[src/rtl/hazard_unit_pkg.sv]
// Shared types and constants for the hazard unit.
// Holds the FSM state encoding, the default mul/div latency and a saturating increment.
package hazard_unit_pkg;

    typedef enum logic {
        HZ_IDLE    = 1'b0,
        HZ_MD_BUSY = 1'b1
    } hz_state_e;

    localparam int MD_MAX_LAT_DEFAULT = 34;

    function automatic logic [31:0] sat_inc(input logic [31:0] v);
        return (v == 32'hFFFF_FFFF) ? v : v + 32'd1;
    endfunction

endpackage

[src/rtl/hazard_unit_if.sv]
// Hazard unit signal bundle: ID/EX/MEM/WB observations in, stall/flush controls out.
// The master drives pipeline status; the slave (hazard_unit) drives the controls.
interface hazard_unit_if;

    logic [4:0]  id_rs1;
    logic [4:0]  id_rs2;
    logic        id_rs1_used;
    logic        id_rs2_used;
    logic        id_is_muldiv;
    logic [4:0]  ex_rd;
    logic        ex_mem_read;
    logic        ex_regs_write;
    logic        ex_muldiv_issue;
    logic        md_done;
    logic [4:0]  md_rd;
    logic        wb_regs_write;
    logic        br_taken;
    logic        stall_pc;
    logic        stall_ifid;
    logic        bubble_idex;
    logic        flush_ifid;
    logic        md_wb_sel;
    logic        md_busy;
    logic        md_timeout;
    logic [31:0] stall_cnt;
    logic [31:0] md_stall_cnt;

    modport master (
        output id_rs1, id_rs2, id_rs1_used, id_rs2_used, id_is_muldiv,
        output ex_rd, ex_mem_read, ex_regs_write, ex_muldiv_issue,
        output md_done, md_rd, wb_regs_write, br_taken,
        input  stall_pc, stall_ifid, bubble_idex, flush_ifid,
        input  md_wb_sel, md_busy, md_timeout, stall_cnt, md_stall_cnt
    );

    modport slave (
        input  id_rs1, id_rs2, id_rs1_used, id_rs2_used, id_is_muldiv,
        input  ex_rd, ex_mem_read, ex_regs_write, ex_muldiv_issue,
        input  md_done, md_rd, wb_regs_write, br_taken,
        output stall_pc, stall_ifid, bubble_idex, flush_ifid,
        output md_wb_sel, md_busy, md_timeout, stall_cnt, md_stall_cnt
    );

endinterface

[src/rtl/hazard_scoreboard.sv]
// Pending-destination scoreboard for the mul/div unit, x0 never tracked.
// Clear-then-set ordering lets a back-to-back issue to the same rd keep its bit.
module hazard_scoreboard (
    input  logic       clk,
    input  logic       rst,
    input  logic       flush,
    input  logic       set_en,
    input  logic [4:0] set_rd,
    input  logic       clr_en,
    input  logic [4:0] clr_rd,
    input  logic [4:0] rd_a,
    input  logic [4:0] rd_b,
    output logic       hit_a,
    output logic       hit_b
);

    logic [31:1] pend_q;
    logic [31:1] pend_d;
    logic [31:0] pend_v;

    assign pend_v = {pend_q, 1'b0};

    // Next pending vector: clear completing rd, then set issuing rd, flush wins.
    always_comb begin
        for (int i = 1; i < 32; i++) begin
            pend_d[i] = pend_q[i];
            if (clr_en && (clr_rd == 5'(i))) pend_d[i] = 1'b0;
            if (set_en && (set_rd == 5'(i))) pend_d[i] = 1'b1;
            if (flush) pend_d[i] = 1'b0;
        end
    end

    // Scoreboard register.
    always_ff @(posedge clk or posedge rst) begin
        if (rst) pend_q <= '0;
        else     pend_q <= pend_d;
    end

    // A result completing this cycle is bypassed, so it is not a hit.
    assign hit_a = pend_v[rd_a] & ~(clr_en & (clr_rd == rd_a));
    assign hit_b = pend_v[rd_b] & ~(clr_en & (clr_rd == rd_b));

endmodule

[src/rtl/hazard_unit.sv]
// Stall/flush generator for hazards bypassing cannot fix.
// Optional statistics counters are built with HAZARD_STATS_EN.
module hazard_unit
    import hazard_unit_pkg::*;
#(
    parameter int MD_MAX_LAT = MD_MAX_LAT_DEFAULT
) (
    input  logic          clk,
    input  logic          rst,
    hazard_unit_if.slave  hz
);

    localparam int WD_W = $clog2(MD_MAX_LAT + 2);

    hz_state_e       state_q;
    logic [WD_W-1:0] wdog_q;
    logic            timeout_q;
    logic            wd_expire;
    logic            busy;
    logic            hit1;
    logic            hit2;
    logic            load_use;
    logic            sb_hit;
    logic            md_struct;
    logic            wb_conflict;
    logic            stall;
    logic            stall_pc;

    assign busy = (state_q == HZ_MD_BUSY);

    assign wd_expire = busy & ~hz.ex_muldiv_issue & ~hz.md_done
                     & (wdog_q == WD_W'(MD_MAX_LAT));

    hazard_scoreboard u_sb (
        .clk    (clk),
        .rst    (rst),
        .flush  (wd_expire),
        .set_en (hz.ex_muldiv_issue),
        .set_rd (hz.ex_rd),
        .clr_en (hz.md_done),
        .clr_rd (hz.md_rd),
        .rd_a   (hz.id_rs1),
        .rd_b   (hz.id_rs2),
        .hit_a  (hit1),
        .hit_b  (hit2)
    );

    // Mul/div tracking FSM with watchdog; an issue restarts the watchdog.
    always_ff @(posedge clk or posedge rst) begin
        if (rst) begin
            state_q   <= HZ_IDLE;
            wdog_q    <= '0;
            timeout_q <= 1'b0;
        end else if (hz.ex_muldiv_issue) begin
            state_q <= HZ_MD_BUSY;
            wdog_q  <= '0;
        end else if (hz.md_done) begin
            state_q <= HZ_IDLE;
            wdog_q  <= '0;
        end else if (wd_expire) begin
            state_q   <= HZ_IDLE;
            wdog_q    <= '0;
            timeout_q <= 1'b1;
        end else if (busy) begin
            wdog_q <= wdog_q + WD_W'(1);
        end
    end

    assign load_use = hz.ex_mem_read & hz.ex_regs_write
                    & (hz.ex_rd != 5'd0)
                    & ((hz.id_rs1_used & (hz.id_rs1 == hz.ex_rd))
                     | (hz.id_rs2_used & (hz.id_rs2 == hz.ex_rd)));

    assign sb_hit      = (hz.id_rs1_used & hit1) | (hz.id_rs2_used & hit2);
    assign md_struct   = hz.id_is_muldiv & busy & ~hz.md_done;
    assign wb_conflict = hz.md_done & hz.wb_regs_write;
    assign stall       = load_use | sb_hit | md_struct | wb_conflict;
    assign stall_pc    = stall & ~hz.br_taken;

    assign hz.stall_pc    = stall_pc;
    assign hz.stall_ifid  = stall_pc;
    assign hz.bubble_idex = stall | hz.br_taken;
    assign hz.flush_ifid  = hz.br_taken;
    assign hz.md_wb_sel   = hz.md_done;
    assign hz.md_busy     = busy;
    assign hz.md_timeout  = timeout_q;

`ifdef HAZARD_STATS_EN
    logic [31:0] stall_cnt_q;
    logic [31:0] md_stall_cnt_q;

    // Saturating stall statistics.
    always_ff @(posedge clk or posedge rst) begin
        if (rst) begin
            stall_cnt_q    <= '0;
            md_stall_cnt_q <= '0;
        end else begin
            if (stall_pc)
                stall_cnt_q <= sat_inc(stall_cnt_q);
            if (sb_hit | md_struct)
                md_stall_cnt_q <= sat_inc(md_stall_cnt_q);
        end
    end

    assign hz.stall_cnt    = stall_cnt_q;
    assign hz.md_stall_cnt = md_stall_cnt_q;
`else
    assign hz.stall_cnt    = '0;
    assign hz.md_stall_cnt = '0;
`endif

endmodule
[src/flat_wrapper.sv]
// flat-port wrapper written by rule: the top's interface ports become plain ports
module hazard_unit_flat import hazard_unit_pkg::*;
#(
    parameter int MD_MAX_LAT = MD_MAX_LAT_DEFAULT
)
  (clk, rst, hz_id_rs1, hz_id_rs2, hz_id_rs1_used, hz_id_rs2_used, hz_id_is_muldiv, hz_ex_rd, hz_ex_mem_read, hz_ex_regs_write, hz_ex_muldiv_issue, hz_md_done, hz_md_rd, hz_wb_regs_write, hz_br_taken, hz_stall_pc, hz_stall_ifid, hz_bubble_idex, hz_flush_ifid, hz_md_wb_sel, hz_md_busy, hz_md_timeout, hz_stall_cnt, hz_md_stall_cnt);
  hazard_unit_if hz_i ();
  input  logic clk;
  input  logic rst;
  input wire logic [$bits(hz_i.id_rs1)-1:0] hz_id_rs1;
  input wire logic [$bits(hz_i.id_rs2)-1:0] hz_id_rs2;
  input wire logic [$bits(hz_i.id_rs1_used)-1:0] hz_id_rs1_used;
  input wire logic [$bits(hz_i.id_rs2_used)-1:0] hz_id_rs2_used;
  input wire logic [$bits(hz_i.id_is_muldiv)-1:0] hz_id_is_muldiv;
  input wire logic [$bits(hz_i.ex_rd)-1:0] hz_ex_rd;
  input wire logic [$bits(hz_i.ex_mem_read)-1:0] hz_ex_mem_read;
  input wire logic [$bits(hz_i.ex_regs_write)-1:0] hz_ex_regs_write;
  input wire logic [$bits(hz_i.ex_muldiv_issue)-1:0] hz_ex_muldiv_issue;
  input wire logic [$bits(hz_i.md_done)-1:0] hz_md_done;
  input wire logic [$bits(hz_i.md_rd)-1:0] hz_md_rd;
  input wire logic [$bits(hz_i.wb_regs_write)-1:0] hz_wb_regs_write;
  input wire logic [$bits(hz_i.br_taken)-1:0] hz_br_taken;
  output wire logic [$bits(hz_i.stall_pc)-1:0] hz_stall_pc;
  output wire logic [$bits(hz_i.stall_ifid)-1:0] hz_stall_ifid;
  output wire logic [$bits(hz_i.bubble_idex)-1:0] hz_bubble_idex;
  output wire logic [$bits(hz_i.flush_ifid)-1:0] hz_flush_ifid;
  output wire logic [$bits(hz_i.md_wb_sel)-1:0] hz_md_wb_sel;
  output wire logic [$bits(hz_i.md_busy)-1:0] hz_md_busy;
  output wire logic [$bits(hz_i.md_timeout)-1:0] hz_md_timeout;
  output wire logic [$bits(hz_i.stall_cnt)-1:0] hz_stall_cnt;
  output wire logic [$bits(hz_i.md_stall_cnt)-1:0] hz_md_stall_cnt;
  assign hz_i.id_rs1 = hz_id_rs1;
  assign hz_i.id_rs2 = hz_id_rs2;
  assign hz_i.id_rs1_used = hz_id_rs1_used;
  assign hz_i.id_rs2_used = hz_id_rs2_used;
  assign hz_i.id_is_muldiv = hz_id_is_muldiv;
  assign hz_i.ex_rd = hz_ex_rd;
  assign hz_i.ex_mem_read = hz_ex_mem_read;
  assign hz_i.ex_regs_write = hz_ex_regs_write;
  assign hz_i.ex_muldiv_issue = hz_ex_muldiv_issue;
  assign hz_i.md_done = hz_md_done;
  assign hz_i.md_rd = hz_md_rd;
  assign hz_i.wb_regs_write = hz_wb_regs_write;
  assign hz_i.br_taken = hz_br_taken;
  assign hz_stall_pc = hz_i.stall_pc;
  assign hz_stall_ifid = hz_i.stall_ifid;
  assign hz_bubble_idex = hz_i.bubble_idex;
  assign hz_flush_ifid = hz_i.flush_ifid;
  assign hz_md_wb_sel = hz_i.md_wb_sel;
  assign hz_md_busy = hz_i.md_busy;
  assign hz_md_timeout = hz_i.md_timeout;
  assign hz_stall_cnt = hz_i.stall_cnt;
  assign hz_md_stall_cnt = hz_i.md_stall_cnt;
  hazard_unit #(.MD_MAX_LAT(MD_MAX_LAT)) u_core (.clk(clk), .rst(rst), .hz(hz_i));
endmodule
[config.mk]
export PLATFORM = sky130hd
export DESIGN_NAME = hazard_unit_flat
export DESIGN_NICKNAME = d
export VERILOG_FILES = /design/src/rtl/hazard_unit_pkg.sv /design/src/rtl/hazard_unit_if.sv /design/src/rtl/hazard_scoreboard.sv /design/src/rtl/hazard_unit.sv /design/src/flat_wrapper.sv
export SDC_FILE = /design/constraint.sdc
export NUM_CORES = 1
export LEC_CHECK = 0
export ABC_CLOCK_PERIOD_IN_PS = 6650
export CORE_AREA = 2 2 83 85
export CTS_CLUSTER_DIAMETER = 30
export DETAILED_ROUTE_END_ITERATION = 7
export DIE_AREA = 0 0 85 87
export PLACE_DENSITY = 0.87
export SLEW_MARGIN = 20
export SYNTH_ARGS = -nofsm -noshare
export SYNTH_HDL_FRONTEND = slang
export SYNTH_HIERARCHICAL = 1
export SYNTH_SLANG_ARGS = --single-unit
export TNS_END_PERCENT = 30
[constraint.sdc]
create_clock -name clk -period 6.65 [get_ports clk]
set_clock_uncertainty 0.1 [all_clocks]
set_input_delay 1.33 -clock clk [delete_from_list [all_inputs] [get_ports clk]]
set_output_delay 1.33 -clock clk [all_outputs]
set_load 0.1 [all_outputs]
==> results_dict.tcl <==
set metrics [dict create \
    cts_hold_buf 0 \
    drt_iter0_markers 315 \
    ios 102 \
    drive_gt1_share_pct 5.955 \
    setup_viol_count_final 0 \
    cp_max_fo 12 \
    ys_types 53 \
    r2r_start "u_core/wdog_q[0]" \
    status "complete, no violations" \
    ant_nets 0 \
    initial_utilization_pct 50.59 \
    drt-total-wl_microns 7953 \
    arrival_ns 4.25 \
    die-area_sq_mm 0.007395 \
    cts_tree "built" \
    clock_path_buffers 2 \
    slew_headroom_pct 35.16 \
    grt_first_pass_wirelength_microns 12710 \
    fin_crit_sh_pct 85.45 \
    stdcell_count 483 \
    cts.repair.resized 0 \
    hold_viol 0 \
    root_buffer "clkbuf_8" \
    routedWlPerCell_microns 16.47 \
    synth_area_sq_mm 0.003323 \
    fp.dieW_microns 85 \
    htree_levels 2 \
    max_freq_mhz 176.0 \
    vias_per_cell 5.805 \
    avgSynthCellArea_sq_um 8.745 \
    synth_top_area_share_pct 29.37 \
    r2r_slack_ns 4.63 \
    num_rows 30 \
    numCtsBuffers 5 \
    synth_cells 380 \
    ir_worst_vdd_mv 0.1273 \
    worstMarginPinSlew_ns 0.9695 \
    synth_area_leaders "dfrtp_1 (29%), buf_4 (16%), mux4_1 (6.3%)" \
    dp.cells 475 \
    clk_pin_slew_ns 0.07 \
    grt_start_max_net_pins 33 \
    final_nets 435 \
    seq_area_frac_synth_pct 29.37 \
    antenna_found_initial 0 \
    min_path_type "flip-flop to flip-flop" \
    cp-end-kind "primary output" \
    reg2reg_to "u_core/hz.md_timeout" \
    dp_slack_ns 1.004 \
    power_density_mw_per_mm2 242.3 \
    finalInstanceArea_sq_mm 0.003516 \
    place_hpwl_microns 6023 \
    finalSetupTns_ns 0 \
    ys_warn_count 6 \
    setup_slack_ns 0.9674 \
    path_class "primary input to primary output" \
    placed_area_sq_mm 0.003430 \
    gp_congestion 0.8993 \
    cp-start-kind "primary input" \
    power_leakage_nw 1.442 \
    dieHeight_microns 87 \
    insertion_delay_ns 0.29 \
    min_from "u_core/hz.md_timeout" \
    grt_usage_pct 21.63 \
    dr.pass1.iters 5 \
    vias 2804 \
    core_sq_mm 0.006569 \
    clock_sinks 39 \
    startpoint "hz_id_rs1[0]" \
    rsz0062_at_grt "false" \
    io_buffers 37 \
    n_antenna_cell 0 \
    grt_pass1_vias 2657 \
    cap_violations 0 \
    overflow 0 \
    syn2layout_area_growth_pct 5.798 \
    drc 0 \
    post_cts_buffers 0 \
    ys_ff_latch 39 \
    worstPathRequired_ns 5.22 \
    ff2ff_path_depth 6 \
    power.total_mw 0.8520 \
    yosys.area.top_type "dfrtp_1" \
    final-max-slew-violation-count 0 \
    endpoint "hz_stall_pc" \
    fin_crit_ns 5.683 \
]
-- synthesized netlist by cell type (all sizes together) --
cell	number
a211oi	1
a21boi	1
a21o	1
a21oi	33
a221oi	2
a222oi	1
a22o	1
a32oi	1
and2	1
and2b	2
and3	3
and4bb	1
buf	73
clkbuf	12
conb	1
dfrtp	39
ha	2
inv	5
mux2	6
mux4	12
nand2	42
nand2b	8
nand3	13
nand3b	5
nand4	3
nand4b	2
nor2	14
nor2b	9
nor3	3
nor4	2
o2111ai	2
o21ai	38
o22ai	2
o31ai	1
o32a	2
o32ai	4
o41ai	1
or2	4
or2b	2
or3	1
or3b	3
or4	1
xnor2	12
xor2	8
-- flip-flops by register name, summed over array words and instances, names as in the netlist --
register and cells:
u_core/hz.md_busy 1, u_core/hz.md_timeout 1, u_core/u_sb/pend_q 31, u_core/wdog_q 6
-- power breakdown --
group | leakage, nW | total, mW | switching [mW] | internal, mW
registers | 0.488 | 0.327 | 0.0444 | 0.282
clock network | 0.0422 | 0.151 | 0.0776 | 0.0735
logic | 0.911 | 0.374 | 0.268 | 0.106
-- metrics by stage --
stage          utilization (%)  hold WS [ns]
6_report                 53.52        0.3813
5_1_grt                  53.52        0.4135
4_1_cts                  53.45        0.3873
3_5_place_dp             52.21        0.3652
3_3_place_gp             52.21        0.3536
2_1_floorplan                -        0.3923
-- layout by cell type (no fill, tap or decap), drive strengths merged, types with 2 or more instances in the layout --
| cell type | n |
|---|---|
| a21oi | 33 |
| a221oi | 2 |
| and2b | 2 |
| and3 | 3 |
| buf | 3 |
| clkbuf | 7 |
| clkdlybuf4s50 | 34 |
| conb | 64 |
| dfrtp | 39 |
| ha | 2 |
| inv | 5 |
| mux2 | 6 |
| mux4 | 12 |
| nand2 | 42 |
| nand2b | 8 |
| nand3 | 13 |
| nand3b | 5 |
| nand4 | 3 |
| nand4b | 2 |
| nor2 | 14 |
| nor2b | 9 |
| nor3 | 3 |
| nor4 | 2 |
| o2111ai | 2 |
| o21ai | 38 |
| o22ai | 2 |
| o32a | 2 |
| o32ai | 4 |
| or2 | 4 |
| or2b | 2 |
| or3b | 3 |
| xnor2 | 12 |
| xor2 | 8 |
-- per-layer routing --
| metal | vias to the layer above | wire [microns] | GRT usage, % |
|---|---|---|---|
| met4 | 0 | 197 | 10.25 |
| met3 | 26 | 820 | 4.739 |
| met2 | 198 | 3877 | 36.43 |
| met1 | 1323 | 3057 | 26.44 |
| met5 | - | 0 | 0 |
| li1 | 1257 | - | - |
-- final cells by class --
type / count / area (sq um)
Sequential cell: 39 / 975.9
Multi-Input combinational cell: 314 / 1977
Tap cell: 80 / 100.1
Fill cell: 577 / 3053
Clock inverter: 1 / 5.005
Timing Repair Buffer: 37 / 362.8
Clock buffer: 7 / 76.32
Inverter: 5 / 18.77
-- kinds of logic (layout without fill, tap and decap cells) --
logic type | Yosys count | in the layout | share of synthesized area, %
xor gates and xnor gates | 20 | 20 | 5.271
other | 1 | 64 | 0.1128
and+or+nand+nor | 119 | 119 | 18.83
muxes | 18 | 18 | 11.07
buffers and inverters | 90 | 50 | 18.49
adders and majority gates | 2 | 2 | 0.7529
AOI/OAI and AO/OA | 91 | 91 | 16.12
DFF | 39 | 39 | 29.37
-- worst min-delay path by stage --
stage                           endpoint  depth (start not counted)  slack, ns
floorplan               u_core/wdog_q[3]                          1       0.39
global placement    u_core/hz.md_timeout                          1       0.35
detailed placement  u_core/hz.md_timeout                          1       0.37
CTS                 u_core/hz.md_timeout                          1       0.39
global route        u_core/hz.md_timeout                          1       0.41
finish              u_core/hz.md_timeout                          1       0.38
-- critical path, cell delays in order --
cell	delay (ns)
clkdlybuf4s50_1	0.82
mux4_2	0.57
or3b_1	0.37
o2111ai_1	0.11
o32ai_1	0.11
a222oi_1	0.34
nand2_1	0.12
nand2b_1	0.13
o41ai_2	0.10
buf_4	0.24
Power figures use the tool's default switching activity.
